`src/rtl/dct_cmp_pkg.sv`:
```
`default_nettype none
// +----------------------------------------------------------------------------+
// | Module      : dct_cmp_pkg                                                  |
// | Description : Shared defaults, FSM state encoding and helper function for  |
// |               the DCT coefficient threshold / run-length encoder.          |
// | Revision    : 1.0 - initial release                                        |
// +----------------------------------------------------------------------------+
package dct_cmp_pkg;

    // Default geometry of one coefficient block.
    localparam int c_DATA_W = 12;
    localparam int c_N_COEF = 8;
    localparam int c_CNT_W  = 8;

    // Encoder FSM states.
    typedef logic [1:0] state_t;
    localparam state_t c_ST_IDLE  = 2'd0;
    localparam state_t c_ST_SCAN  = 2'd1;
    localparam state_t c_ST_FLUSH = 2'd2;

    // Largest run length a CNT_W-bit counter can report.
    function automatic int cnt_max(input int cnt_w);
        return (1 << cnt_w) - 1;
    endfunction

endpackage
`default_nettype wire

```
`src/rtl/coef_threshold.sv`:
```
`default_nettype none
// +----------------------------------------------------------------------------+
// | Module      : coef_threshold                                               |
// | Description : Symmetric hard threshold of one signed coefficient. Values   |
// |               inside [-thr, +thr] become zero, others pass unchanged.      |
// | Ports       : i_coef  - signed coefficient (DATA_W)                        |
// |               i_thr   - unsigned threshold magnitude (DATA_W-1)            |
// |               o_coef  - thresholded coefficient (DATA_W)                   |
// | Revision    : 1.0 - initial release                                        |
// +----------------------------------------------------------------------------+
module coef_threshold
    import dct_cmp_pkg::*;
#(
    parameter int DATA_W = c_DATA_W
) (
    input  logic signed [DATA_W-1:0] i_coef,
    input  logic        [DATA_W-2:0] i_thr,
    output logic signed [DATA_W-1:0] o_coef
);

    // One extra bit so that -thr and the most-negative coefficient are both
    // representable without wrap-around.
    logic signed [DATA_W:0] w_x;
    logic signed [DATA_W:0] w_pos;
    logic signed [DATA_W:0] w_neg;
    logic                   w_inside;

    assign w_x      = {i_coef[DATA_W-1], i_coef};
    assign w_pos    = {2'b00, i_thr};
    assign w_neg    = -w_pos;
    assign w_inside = (w_x >= w_neg) && (w_x <= w_pos);
    assign o_coef   = w_inside ? '0 : i_coef;

endmodule
`default_nettype wire

```
`src/rtl/dct_coef_rle_encoder.sv`:
```
`default_nettype none
// +----------------------------------------------------------------------------+
// | Module      : dct_coef_rle_encoder                                         |
// | Description : Accepts a block of N_COEF signed DCT coefficients, scans     |
// |               them from index 0 upward through a programmable hard         |
// |               threshold and emits (value, run-length) pairs, the final     |
// |               pair of each block flagged with out_last.                    |
// | Ports       : clk, rst_n           - clock, sync active-low reset          |
// |               in_valid/in_ready    - block handshake                       |
// |               coef_in              - packed block, coef k at k*DATA_W      |
// |               thr                  - threshold magnitude, taken on accept  |
// |               out_valid/out_ready  - pair handshake                        |
// |               out_value/out_count  - run value and run length             |
// |               out_last             - final pair of the block               |
// | Revision    : 1.0 - initial release                                        |
// +----------------------------------------------------------------------------+
module dct_coef_rle_encoder
    import dct_cmp_pkg::*;
#(
    parameter int DATA_W = c_DATA_W,
    parameter int N_COEF = c_N_COEF,
    parameter int CNT_W  = c_CNT_W
) (
    input  logic                       clk,
    input  logic                       rst_n,
    input  logic                       in_valid,
    output logic                       in_ready,
    input  logic [N_COEF*DATA_W-1:0]   coef_in,
    input  logic [DATA_W-2:0]          thr,
    output logic                       out_valid,
    input  logic                       out_ready,
    output logic signed [DATA_W-1:0]   out_value,
    output logic [CNT_W-1:0]           out_count,
    output logic                       out_last
);

    localparam int                 c_IDX_W    = (N_COEF > 1) ? $clog2(N_COEF) : 1;
    localparam logic [CNT_W-1:0]   c_CNT_MAX  = CNT_W'(cnt_max(CNT_W));
    localparam logic [c_IDX_W-1:0] c_IDX_LAST = c_IDX_W'(N_COEF - 1);
    localparam logic [CNT_W-1:0]   c_CNT_ONE  = CNT_W'(1);

    state_t                   r_state;
    logic signed [DATA_W-1:0] r_coef [N_COEF];
    logic [DATA_W-2:0]        r_thr;
    logic [c_IDX_W-1:0]       r_idx;
    logic signed [DATA_W-1:0] r_run_val;
    logic [CNT_W-1:0]         r_run_cnt;
    logic                     r_out_valid;
    logic signed [DATA_W-1:0] r_out_value;
    logic [CNT_W-1:0]         r_out_count;
    logic                     r_out_last;

    logic                     w_accept;
    logic                     w_adv;
    logic                     w_extend;
    logic                     w_emit_scan;
    logic                     w_emit_flush;
    logic signed [DATA_W-1:0] w_y;

    coef_threshold #(
        .DATA_W (DATA_W)
    ) u_thr (
        .i_coef (r_coef[r_idx]),
        .i_thr  (r_thr),
        .o_coef (w_y)
    );

    // in_ready is gated by rst_n so no block is taken during a reset cycle.
    assign in_ready = rst_n && (r_state == c_ST_IDLE);
    assign w_accept = in_valid && in_ready;

    // The pair register can take a new entry when empty or draining now;
    // SCAN and FLUSH only move when that is true, so no pair is ever lost.
    assign w_adv = !r_out_valid || out_ready;

    // A saturated run is closed even if the next value matches it.
    assign w_extend     = (w_y == r_run_val) && (r_run_cnt < c_CNT_MAX);
    assign w_emit_scan  = (r_state == c_ST_SCAN) && w_adv && (r_idx != '0) && !w_extend;
    assign w_emit_flush = (r_state == c_ST_FLUSH) && w_adv;

    assign out_valid = r_out_valid;
    assign out_value = r_out_value;
    assign out_count = r_out_count;
    assign out_last  = r_out_last;

    always_ff @(posedge clk) begin
        if (!rst_n) begin
            r_state     <= c_ST_IDLE;
            r_thr       <= '0;
            r_idx       <= '0;
            r_run_val   <= '0;
            r_run_cnt   <= '0;
            r_out_valid <= 1'b0;
            r_out_value <= '0;
            r_out_count <= '0;
            r_out_last  <= 1'b0;
            for (int k = 0; k < N_COEF; k++) begin
                r_coef[k] <= '0;
            end
        end else begin
            // Output pair register
            if (w_emit_scan || w_emit_flush) begin
                r_out_valid <= 1'b1;
                r_out_value <= r_run_val;
                r_out_count <= r_run_cnt;
                r_out_last  <= w_emit_flush;
            end else if (out_ready) begin
                r_out_valid <= 1'b0;
            end

            case (r_state)
                c_ST_IDLE: begin
                    if (w_accept) begin
                        for (int k = 0; k < N_COEF; k++) begin
                            r_coef[k] <= coef_in[k*DATA_W +: DATA_W];
                        end
                        r_thr   <= thr;
                        r_idx   <= '0;
                        r_state <= c_ST_SCAN;
                    end
                end
                c_ST_SCAN: begin
                    if (w_adv) begin
                        // Index 0 always opens a fresh run so runs never
                        // merge across blocks.
                        if ((r_idx == '0) || !w_extend) begin
                            r_run_val <= w_y;
                            r_run_cnt <= c_CNT_ONE;
                        end else begin
                            r_run_cnt <= r_run_cnt + c_CNT_ONE;
                        end
                        if (r_idx == c_IDX_LAST) begin
                            r_state <= c_ST_FLUSH;
                        end else begin
                            r_idx <= r_idx + 1'b1;
                        end
                    end
                end
                c_ST_FLUSH: begin
                    if (w_adv) begin
                        r_state <= c_ST_IDLE;
                    end
                end
                default: begin
                    r_state <= c_ST_IDLE;
                end
            endcase
        end
    end

endmodule
`default_nettype wire

```
`config.mk`:
```
export PLATFORM = sky130hd
export DESIGN_NAME = dct_coef_rle_encoder
export DESIGN_NICKNAME = d
export VERILOG_FILES = /design/src/rtl/dct_cmp_pkg.sv /design/src/rtl/coef_threshold.sv /design/src/rtl/dct_coef_rle_encoder.sv
export SDC_FILE = /design/constraint.sdc
export NUM_CORES = 1
export LEC_CHECK = 0
export ABC_AREA = 1
export BUFFER_PORTS_ARGS = -buffer_cell sky130_fd_sc_hd__buf_2
export CORE_AREA = 2 2 124 126
export CTS_CLUSTER_DIAMETER = 200
export DETAILED_ROUTE_END_ITERATION = 12
export DIE_AREA = 0 0 126 128
export GPL_TIMING_DRIVEN = 0
export PLACE_DENSITY = 0.85
export SLEW_MARGIN = 5
export SYNTH_ARGS = -nofsm -noshare
export SYNTH_HDL_FRONTEND = slang
export SYNTH_SLANG_ARGS = --single-unit
```
`constraint.sdc`:
```
create_clock -name clk -period 11.2 [get_ports clk]
set_clock_uncertainty 0.05 [all_clocks]
set_input_delay 2.24 -clock clk [delete_from_list [all_inputs] [get_ports clk]]
set_output_delay 2.24 -clock clk [all_outputs]
set_load 0.05 [all_outputs]
```
# == Yosys cells after proc, flatten, opt, wreduce, memory -nomap -nowiden ==
# Memory sizes are Yosys's and may differ from the RTL's. A register that Yosys moved wholly into a read port is not among the register bits.
# Index checks and enable logic that the tools add are counted.
# op_classes
n_lt_le_gt_ge,3
n_reduce_logical,23
n_eq_ne,9
n_mul,0
bitwise,8
add_sub_neg,3
mux,28
shifts,0
n_div,0
# op_table
op,n
12-bit two-way mux,9
3-bit two-way mux,5
12-bit by 13-bit >= comparator with 1-bit output,1
11-bit negator with 13-bit output,1
12-bit == test,1
12-bit <= comparator,1
8-bit by 1-bit adder with 8-bit output (second input constant),1
1-bit logical AND,8
8-bit < comparator (second input constant),1
2-bit two-way mux,4
8-bit two-way mux,1
2-bit != test (second input constant),4
1-bit bitwise OR,8
4-bit AND reduction,2
1-bit two-way mux,7
2-bit one-hot mux with 3 select lines,1
3-bit one-hot mux with 2 select lines,1
2-bit AND reduction,2
2-bit nonzero test,2
3-bit by 1-bit adder with 3-bit output (second input constant),1
3-bit == test (second input constant),1
3-bit logical NOT,1
1-bit logical OR,3
3-bit AND reduction,1
other kinds (6),7
# word_totals
reg_bits,58
word_cells,84
romBits,0
latchBits,0
ramBits,96
in_bits,111
mem_count,1
output_inout_bits,23
# mem_list
memory,words,word_bits,rd,rd_clocked_by_memory_dff,wr,line,text
r_coef,8,12,1,1,8,dct_coef_rle_encoder.sv:43,logic signed [DATA_W-1:0] r_coef [N_COEF];

# == Logic depth before layout (Yosys ltp) ==
# Gate-level depths: netlist (run 1).
# logic_depth
depth_word,10
depth_mapped,35
ltp_nobuf,31

# == By module ==
# A second synthesis (run 1) with hierarchy kept.
# hier_totals
cells_unflattened,1046
area_unflattened_um2,8295.5
# by_module_without_submodules
mod,seq_area_each_um2,instances,area_each_um2,cells_per_inst
dct_coef_rle_encoder,4103.9,1,7304.5,895
coef_threshold,0.0,1,991.0,151

# == Least setup slack after synthesis (run 1) ==
# Ideal clock, no wire load.
# synth_path
path_kind,input-to-reg
start,input rst_n
end,"memory r_coef[0][0] (netlist bit), enable pin"
cell_stages,5
required_time_ns,10.654
n_path_buf,1
arrival_time_ns,5.669
slack_ns,4.985
setup_time_ns,0.496
path_cell_list,clkinv_1 nor3_1 nand2_1 nand2_1 clkbuf_1
# synth_rtl
element,line,text
from (decl),dct_coef_rle_encoder.sv:25,"input logic rst_n,"
to (decl),dct_coef_rle_encoder.sv:43,

# == Final worst setup path (run 1) ==
# layout_path
start,input rst_n
end,output in_ready
# layout_between
elab_chain_len,1
# layout_rtl
element,line,text
1-bit logical AND,dct_coef_rle_encoder.sv:69,assign in_ready = rst_n && (r_state == c_ST_IDLE);
to (decl),dct_coef_rle_encoder.sv:27,"output logic in_ready,"
# No other way between the ends.

==> parameters.txt, run 1 <==
Parameter                              Value

Place
  Total cell area at the placement stage ... 0.00897 mm²
  Post-Place Worst Slack ... 5010 ps
  Final estimated routing congestion in global placement ... 0.913
  Sum of net half-perimeters after detailed placement ... 14.6 mm
  Port buffer count ... 133
  DP Cell Count ... 1,330

Yosys
  Cell with the most instances after synthesis ... sky130_fd_sc_hd__nor2_1
  Area share of the leading cell type in the synthesized netlist ... 35.8%
  Syn Area/Cell ... 7.99 µm²
  Most common library cells after synthesis ... sky130_fd_sc_hd__nor2_1 (203), sky130_fd_sc_hd__inv_1 (163), sky130_fd_sc_hd__nand2_1 (149)
  Leading area contributor after synthesis ... sky130_fd_sc_hd__edfxtp_1
  Number of warnings issued by yosys ... 0
  Distinct cells, synth ... 35
  Syn Nets ... 1,147
  Post-synthesis sequential area ratio ... 51.0%
  Number of flops mapped to enable cells by yosys ... 96
  Post-synth top flop ... sky130_fd_sc_hd__edfxtp_1
  Flop and latch count out of synthesis ... 157
  Fraction of registers with async set/reset ... 0%
  Cell types occupying the most area after synthesis ... sky130_fd_sc_hd__edfxtp_1 (36%), sky130_fd_sc_hd__dfxtp_1 (15%), sky130_fd_sc_hd__nor2_1 (9.5%), sky130_fd_sc_hd__inv_1 (7.6%), sky130_fd_sc_hd__nand2_1 (6.9%)
  Gate count of the mapped netlist ... 1,008
  Netlist Area Pre-Place ... 0.00805 mm²

Global route
  Residual overflow from global routing ... 0
  Vias in the first global route ... 6,987
  Antenna violations before repair ... 0
  Pin count of the biggest net entering global routing ... 65
  First-pass GRT wire length ... 33.0 mm
  GRT Util Overall ... 25.9%

Pwr
  Maximum VDD drop ... 0.115 mV
  Leakage power summed over all cells ... 4.74 nW
  Pwr Total ... 1.51 mW
  Power density over the cells ... 157 mW/mm²

CTS
  CTS hold repair buffers ... 0
  Cell at the root of the clock tree ... sky130_fd_sc_hd__clkbuf_16
  Resized cells post-CTS ... 0
  Clock-pin slew on the worst setup and hold paths ... 60 ps
  Clock latency on the worst-skew pair ... 430 ps
  Maximum root-to-sink buffer count ... 2
  Level count of the clock H-tree ... 4
  Post-CTS repair timing setup buffer count ... 0
  Clock buffers created by TritonCTS ... 17
  Number of clock sinks seen by CTS ... 157
  TritonCTS clock tree ... done

Cells and area
  Fraction of final layout cells sized beyond drive strength 1 ... 16.5%
  Post-route standard cell area excluding fillers ... 0.00960 mm²
  Final core occ ... 64.6%
  Final-stage net count ... 1,300
  Number of filler cells placed in the layout ... 1,212
  Growth of design area from synthesis to finish ... 19.2%
  Filler-free cell count of the finished design ... 1,362
  Antenna Cells ... 0

Die
  Number of placement rows ... 45
  Die Wd ... 126 µm
  Die height ... 128 µm
  Core Box Area ... 0.0149 mm²
  Number of primary I/O pins ... 134
  Initial core utilization ... 54.2%
  Die ar. ... 0.0161 mm²

Timing
  Number of hold-slack violations in the final timing report ... 0
  Highest attainable clock frequency ... 0.161 GHz
  Worst slew slack as a fraction of its limit ... 42.4%
  TNS Setup ... 0 ps
  Worst Max-Slew Pin Slew ... 860 ps
  Period utilisation layout ... 55.5%
  Least setup slack across all paths after layout ... 4980 ps
  Finish-stage setup viols ... 0
  Pins Over Slew Limit ... 0
  RSZ-0062 raised after global routing ... false
  Worst hold margin ... 430 ps
  Period minus WS final ... 6220 ps

Critical path
  Kind of launch point of the worst setup path ... primary input
  Cells along the critical path ... buf_2 > clkinv_1 > nor3_1 > clkbuf_1 > buf_2
  Worst-path maximum fanout ... 10
  Crit path largest cell delay ... 600 ps
  Crit path kind ... primary input to primary output
  Most frequent cell on the critical path ... sky130_fd_sc_hd__buf_2
  Data arrival time of the critical path ... 3930 ps
  Data required, critical path ... 8910 ps
  Slowest cell on the critical path ... sky130_fd_sc_hd__nor3_1
  Critical Path Sink Type ... primary output

Hold path
  Min-Delay Path Class ... flop to flop

Routing
  Drt pass-1 iters ... 8
  Drt drc ... 0
  Detail Route Antenna Nets ... 0
  Total detailed-routing wirelength ... 20.5 mm
  Drt first-iter violations ... 647
  Routed via count ... 7,237
  Vias per cell ... 5.31
  Routed WL per cell ... 15.0 µm

Flow run
  Number of maximum-capacitance violations ... 0

Run status
  Status ... complete, no violations
## where the power goes
part | internal (mW) | switching (mW)
Clock | 0.373 | 0.235
Combinational | 0.0836 | 0.149
Sequential | 0.652 | 0.0168
Total | 1.11 | 0.401
## flip-flops by register name, summed over array words and instances (netlist names), named ones only
register and count:
out_value 12, r_idx 3, r_run_cnt 8, r_thr 11, r_state 2, r_run_val 12
out_last 1, out_count 8, out_valid 1, r_coef 96
## logic make-up (layout without fill, tap and decap cells)
family,count (synthesis),count (layout),share of synthesized area (%)
simple gates,449,449,22.9
buf+inv,217,383,11.1
fa+ha+maj,28,28,4.35
xor+xnor,6,6,0.653
compound gates,151,151,10.0
flops,157,157,51.0
## cells in the final DEF (no fill, tap or decap), types with 4 or more instances in the layout
cell type                   count
sky130_fd_sc_hd__dfxtp_1       61
sky130_fd_sc_hd__bufinv_16      4
sky130_fd_sc_hd__inv_1        163
sky130_fd_sc_hd__nor2_1       203
sky130_fd_sc_hd__nand2_1      149
sky130_fd_sc_hd__o22ai_1       12
sky130_fd_sc_hd__buf_2        140
sky130_fd_sc_hd__o21ai_1       14
sky130_fd_sc_hd__clkbuf_16     17
sky130_fd_sc_hd__xor2_1         6
sky130_fd_sc_hd__a21oi_1       56
sky130_fd_sc_hd__a31oi_1       11
sky130_fd_sc_hd__o21ai_0       50
sky130_fd_sc_hd__ha_1          28
sky130_fd_sc_hd__nand3b_1       5
sky130_fd_sc_hd__nand3_1       73
sky130_fd_sc_hd__clkbuf_1      25
sky130_fd_sc_hd__buf_4          6
sky130_fd_sc_hd__edfxtp_1      96
sky130_fd_sc_hd__nor3_1         5
sky130_fd_sc_hd__buf_1          7
sky130_fd_sc_hd__nand4_1        4
sky130_fd_sc_hd__buf_6          6
## worst paths after layout
path | startpoint | slack (ps) | depth (start not counted) | end
setup / recovery | rst_n | 4980 | 5 | in_ready
hold / removal | out_last | 430 | 2 | out_last
setup reg to reg | flop | 6560 | 27 | out_valid
hold reg to reg | out_last | 430 | 2 | out_last
## area by class of cell
class	instances	area [µm²]	share of cell area (%)
Sequential cell	157	4100	42.8
Multi-Input combinational cell	634	3060	31.8
Clock inverter	14	191	2.00
Buffer	51	272	2.83
Inverter	166	623	6.49
Clock buffer	18	429	4.47
Tap cell	188	235	2.45
Timing Repair Buffer	134	686	7.15
## critical path, delay by kind of cell
kind	cells	cell delay, ps
buf+inv	4	1090
simple gates	1	600
## routing by layer
layer  part of all wire, %  vias up  track usage [%]
li1                      -     3556                -
met2                    48      360             43.7
met1                    42     3261             32.7
met3                   7.7       60             4.59
met5                     0        -                0
met4                   3.0        0             11.6
Power figures use the tool's default switching activity.
==> run 2: changes to the inputs <==
--- a/config.mk
+++ b/config.mk
@@ -7,12 +7,12 @@
 export LEC_CHECK = 0
 export ABC_AREA = 1
 export BUFFER_PORTS_ARGS = -buffer_cell sky130_fd_sc_hd__buf_2
-export CORE_AREA = 2 2 124 126
+export CORE_AREA = 2 2 129 131
 export CTS_CLUSTER_DIAMETER = 200
 export DETAILED_ROUTE_END_ITERATION = 12
-export DIE_AREA = 0 0 126 128
+export DIE_AREA = 0 0 131 133
 export GPL_TIMING_DRIVEN = 0
-export PLACE_DENSITY = 0.85
+export PLACE_DENSITY = 0.82
 export SLEW_MARGIN = 5
 export SYNTH_ARGS = -nofsm -noshare
 export SYNTH_HDL_FRONTEND = slang
==> constraint.sdc (replaced) <==
create_clock -name clk -period 5.3 [get_ports clk]
set_clock_uncertainty 0.05 [all_clocks]
set_input_delay 1.06 -clock clk [delete_from_list [all_inputs] [get_ports clk]]
set_output_delay 1.06 -clock clk [all_outputs]
set_load 0.05 [all_outputs]
==> parameters.txt, run 2 (same netlist as run 1, synthesis figures left out) <==
Parameter                              Value

CTS
  Clock buffers created by TritonCTS ... 17 (unchanged)
  Resized cells post-CTS ... 0 (unchanged)
  Post-CTS repair timing setup buffer count ... 0 (unchanged)
  Level count of the clock H-tree ... 4 (unchanged)
  CTS hold repair buffers ... 0 (unchanged)
  Cell at the root of the clock tree ... sky130_fd_sc_hd__clkbuf_16
  Clock latency on the worst-skew pair ... 430 ps (about the same)
  Clock-pin slew on the worst setup and hold paths ... 60 ps (about the same)
  TritonCTS clock tree ... done
  Maximum root-to-sink buffer count ... 2 (unchanged)
  Number of clock sinks seen by CTS ... 157 (unchanged)

Cells and area
  Fraction of final layout cells sized beyond drive strength 1 ... 16.6% (+0.099 points)
  Final core occ ... 59.2% (-5.4 points)
  Antenna Cells ... 0 (unchanged)
  Filler-free cell count of the finished design ... 1,393 (+2.3%)
  Top register by number of flip-flops ... r_coef
  Most common library cell in the layout ignoring fill and taps ... sky130_fd_sc_hd__nor2_1
  Flip-flop count of the largest register, all copies and words added ... 96 (unchanged)
  Final-stage net count ... 1,300 (unchanged)
  Growth of design area from synthesis to finish ... 18.8%
  Commonest cells after routing, fill and taps aside ... sky130_fd_sc_hd__nor2_1 (203), sky130_fd_sc_hd__inv_1 (163), sky130_fd_sc_hd__nand2_1 (149), sky130_fd_sc_hd__buf_2 (140), sky130_fd_sc_hd__edfxtp_1 (96)

Pwr
  Power density over the cells ... 318 mW/mm² (+100%)
  Logic gate share of total power ... 16.0% (+0.6 points)
  Net Switching ... 850 µW (+110%)
  Switching share of power ... 27.9% (+1.3 points)
  Leakage power summed over all cells ... 4.71 nW (-0.62%)
  Power share of the sequential group ... 46.4% (+2.1 points)
  Clock power frac ... 37.6% (-2.7 points)
  Internal Dissipation ... 2.20 mW (+98%)
  Maximum VDD drop ... 0.254 mV (+120%)

Routing
  Routed via count ... 7,120 (-1.6%)
  Vias per cell ... 5.11 (-3.8%)
  Drt first-iter violations ... 502 (-22%)
  Detail Route Antenna Nets ... 0 (unchanged)
  Drt drc ... 0 (unchanged)
  Drt pass-1 iters ... 5 (-3)
  Routed WL per cell ... 14.5 µm (-3.2%)
  Total detailed-routing wirelength ... 20.3 mm (-1.0%)

Timing
  Period utilisation layout ... 86.7%
  Worst hold margin ... 441 ps (+10.8 ps)
  Worst Max-Slew Pin Slew ... 721 ps (-139 ps)
  Pins Over Slew Limit ... 0 (unchanged)
  Worst slew slack as a fraction of its limit ... 51.7% (+9.3 points)
  Highest attainable clock frequency ... 0.218 GHz
  RSZ-0062 raised after global routing ... false
  TNS Setup ... 0 ps (unchanged)
  Finish-stage setup viols ... 0 (unchanged)
  Number of hold-slack violations in the final timing report ... 0 (unchanged)
  Period minus WS final ... 4600 ps

Place
  DP Cell Count ... 1,362 (+2.4%)
  Sum of net half-perimeters after detailed placement ... 14.8 mm (+1.7%)
  Port buffer count ... 133 (unchanged)
  Final estimated routing congestion in global placement ... 0.884 (-3.2%)

Die
  Core Box Area ... 0.0162 mm² (+8.8%)
  Die height ... 133 µm (+3.9%)
  Die Wd ... 131 µm (+4.0%)
  Number of placement rows ... 47 (+4.4%)
  Die ar. ... 0.0174 mm² (+8.0%)
  Initial core utilization ... 49.8% (-4.4 points)
  Number of primary I/O pins ... 134 (unchanged)

Global route
  Antenna violations before repair ... 0 (unchanged)
  GRT Util Overall ... 23.9% (-2.0 points)
  Residual overflow from global routing ... 0 (unchanged)
  Pin count of the biggest net entering global routing ... 66 (+1.5%)
  Vias in the first global route ... 6,724 (-3.8%)
  First-pass GRT wire length ... 32.1 mm (-2.9%)

Critical path
  Data arrival time of the critical path ... 4880 ps (+950 ps)
  Number of buffer and inverter instances along the worst setup path ... 5 (+1)
  Most frequent cell on the critical path ... sky130_fd_sc_hd__nand2_1
  Family with the most delay on the worst path ... compound AO/OA/AOI/OAI gates
  Slowest cell on the critical path ... sky130_fd_sc_hd__a31oi_1
  Critical Path Sink Type ... flop
  Worst-path maximum fanout ... 10 (unchanged)
  Data required, critical path ... 5580 ps (-3330 ps)
  Kind of launch point of the worst setup path ... flop
  Crit path largest cell delay ... 560 ps (-40 ps)
  Crit path kind ... flop to flop

Hold path
  Min-Delay Path Class ... flop to flop

Run status
  Status ... complete, no violations

Flow run
  Number of maximum-capacitance violations ... 0 (unchanged)
run 2: final cells by class:
cell class / count / area, µm²
Timing Repair Buffer: 134 / 693
Sequential cell: 157 / 4100
Fill cell: 1388 / 6610
Clock inverter: 14 / 119
Buffer: 51 / 272
Tap cell: 220 / 275
Multi-Input combinational cell: 634 / 3060
Clock buffer: 17 / 425
Inverter: 166 / 623
run 2: metal layers:
layer | up-vias | part of all wire [%] | track usage (%)
li1 | 3544 | - | -
met2 | 318 | 47 | 38.8
met5 | - | 0 | 0
met3 | 40 | 7.3 | 5.05
met1 | 3218 | 43 | 31.7
met4 | 0 | 2.2 | 7.86
run 2: path summary, 6_finish.rpt:
path	startpoint	endpoint	slack, ps	cells past startpoint
worst max-delay path	flop	out_valid	700	25
worst max register to register	flop	out_valid	700	25
worst min-delay path	out_last	out_last	440	2
worst min register to register	out_last	out_last	440	2
run 2: worst min-delay path, stage by stage (launching register included):
cell	delay (ps)
sky130_fd_sc_hd__dfxtp_1	320
sky130_fd_sc_hd__nand2_1	70
sky130_fd_sc_hd__a21oi_1	50
run 2: power by group through the flow:
stage / combinational [mW] / sequential [mW] / clock (mW)
after floorplan: 0.328 / 1.44 / 0
after global placement: 0.467 / 1.44 / 0
after detailed placement: 0.482 / 1.44 / 0
after CTS: 0.485 / 1.41 / 1.15
after global routing: 0.556 / 1.42 / 1.20
final: 0.488 / 1.41 / 1.15
run 2: stage by stage:
| step | setup WS (ps) | total power, mW | instance area (µm²) |
|---|---|---|---|
| CTS | 818 | 3.05 | 9570 |
| global placement | -1630 | 1.91 | 8990 |
| global route | 425 | 3.18 | 9570 |
| floorplan | 265 | 1.77 | 8050 |
| detailed placement | 828 | 1.92 | 9020 |
| finish | 704 | 3.05 | 9570 |
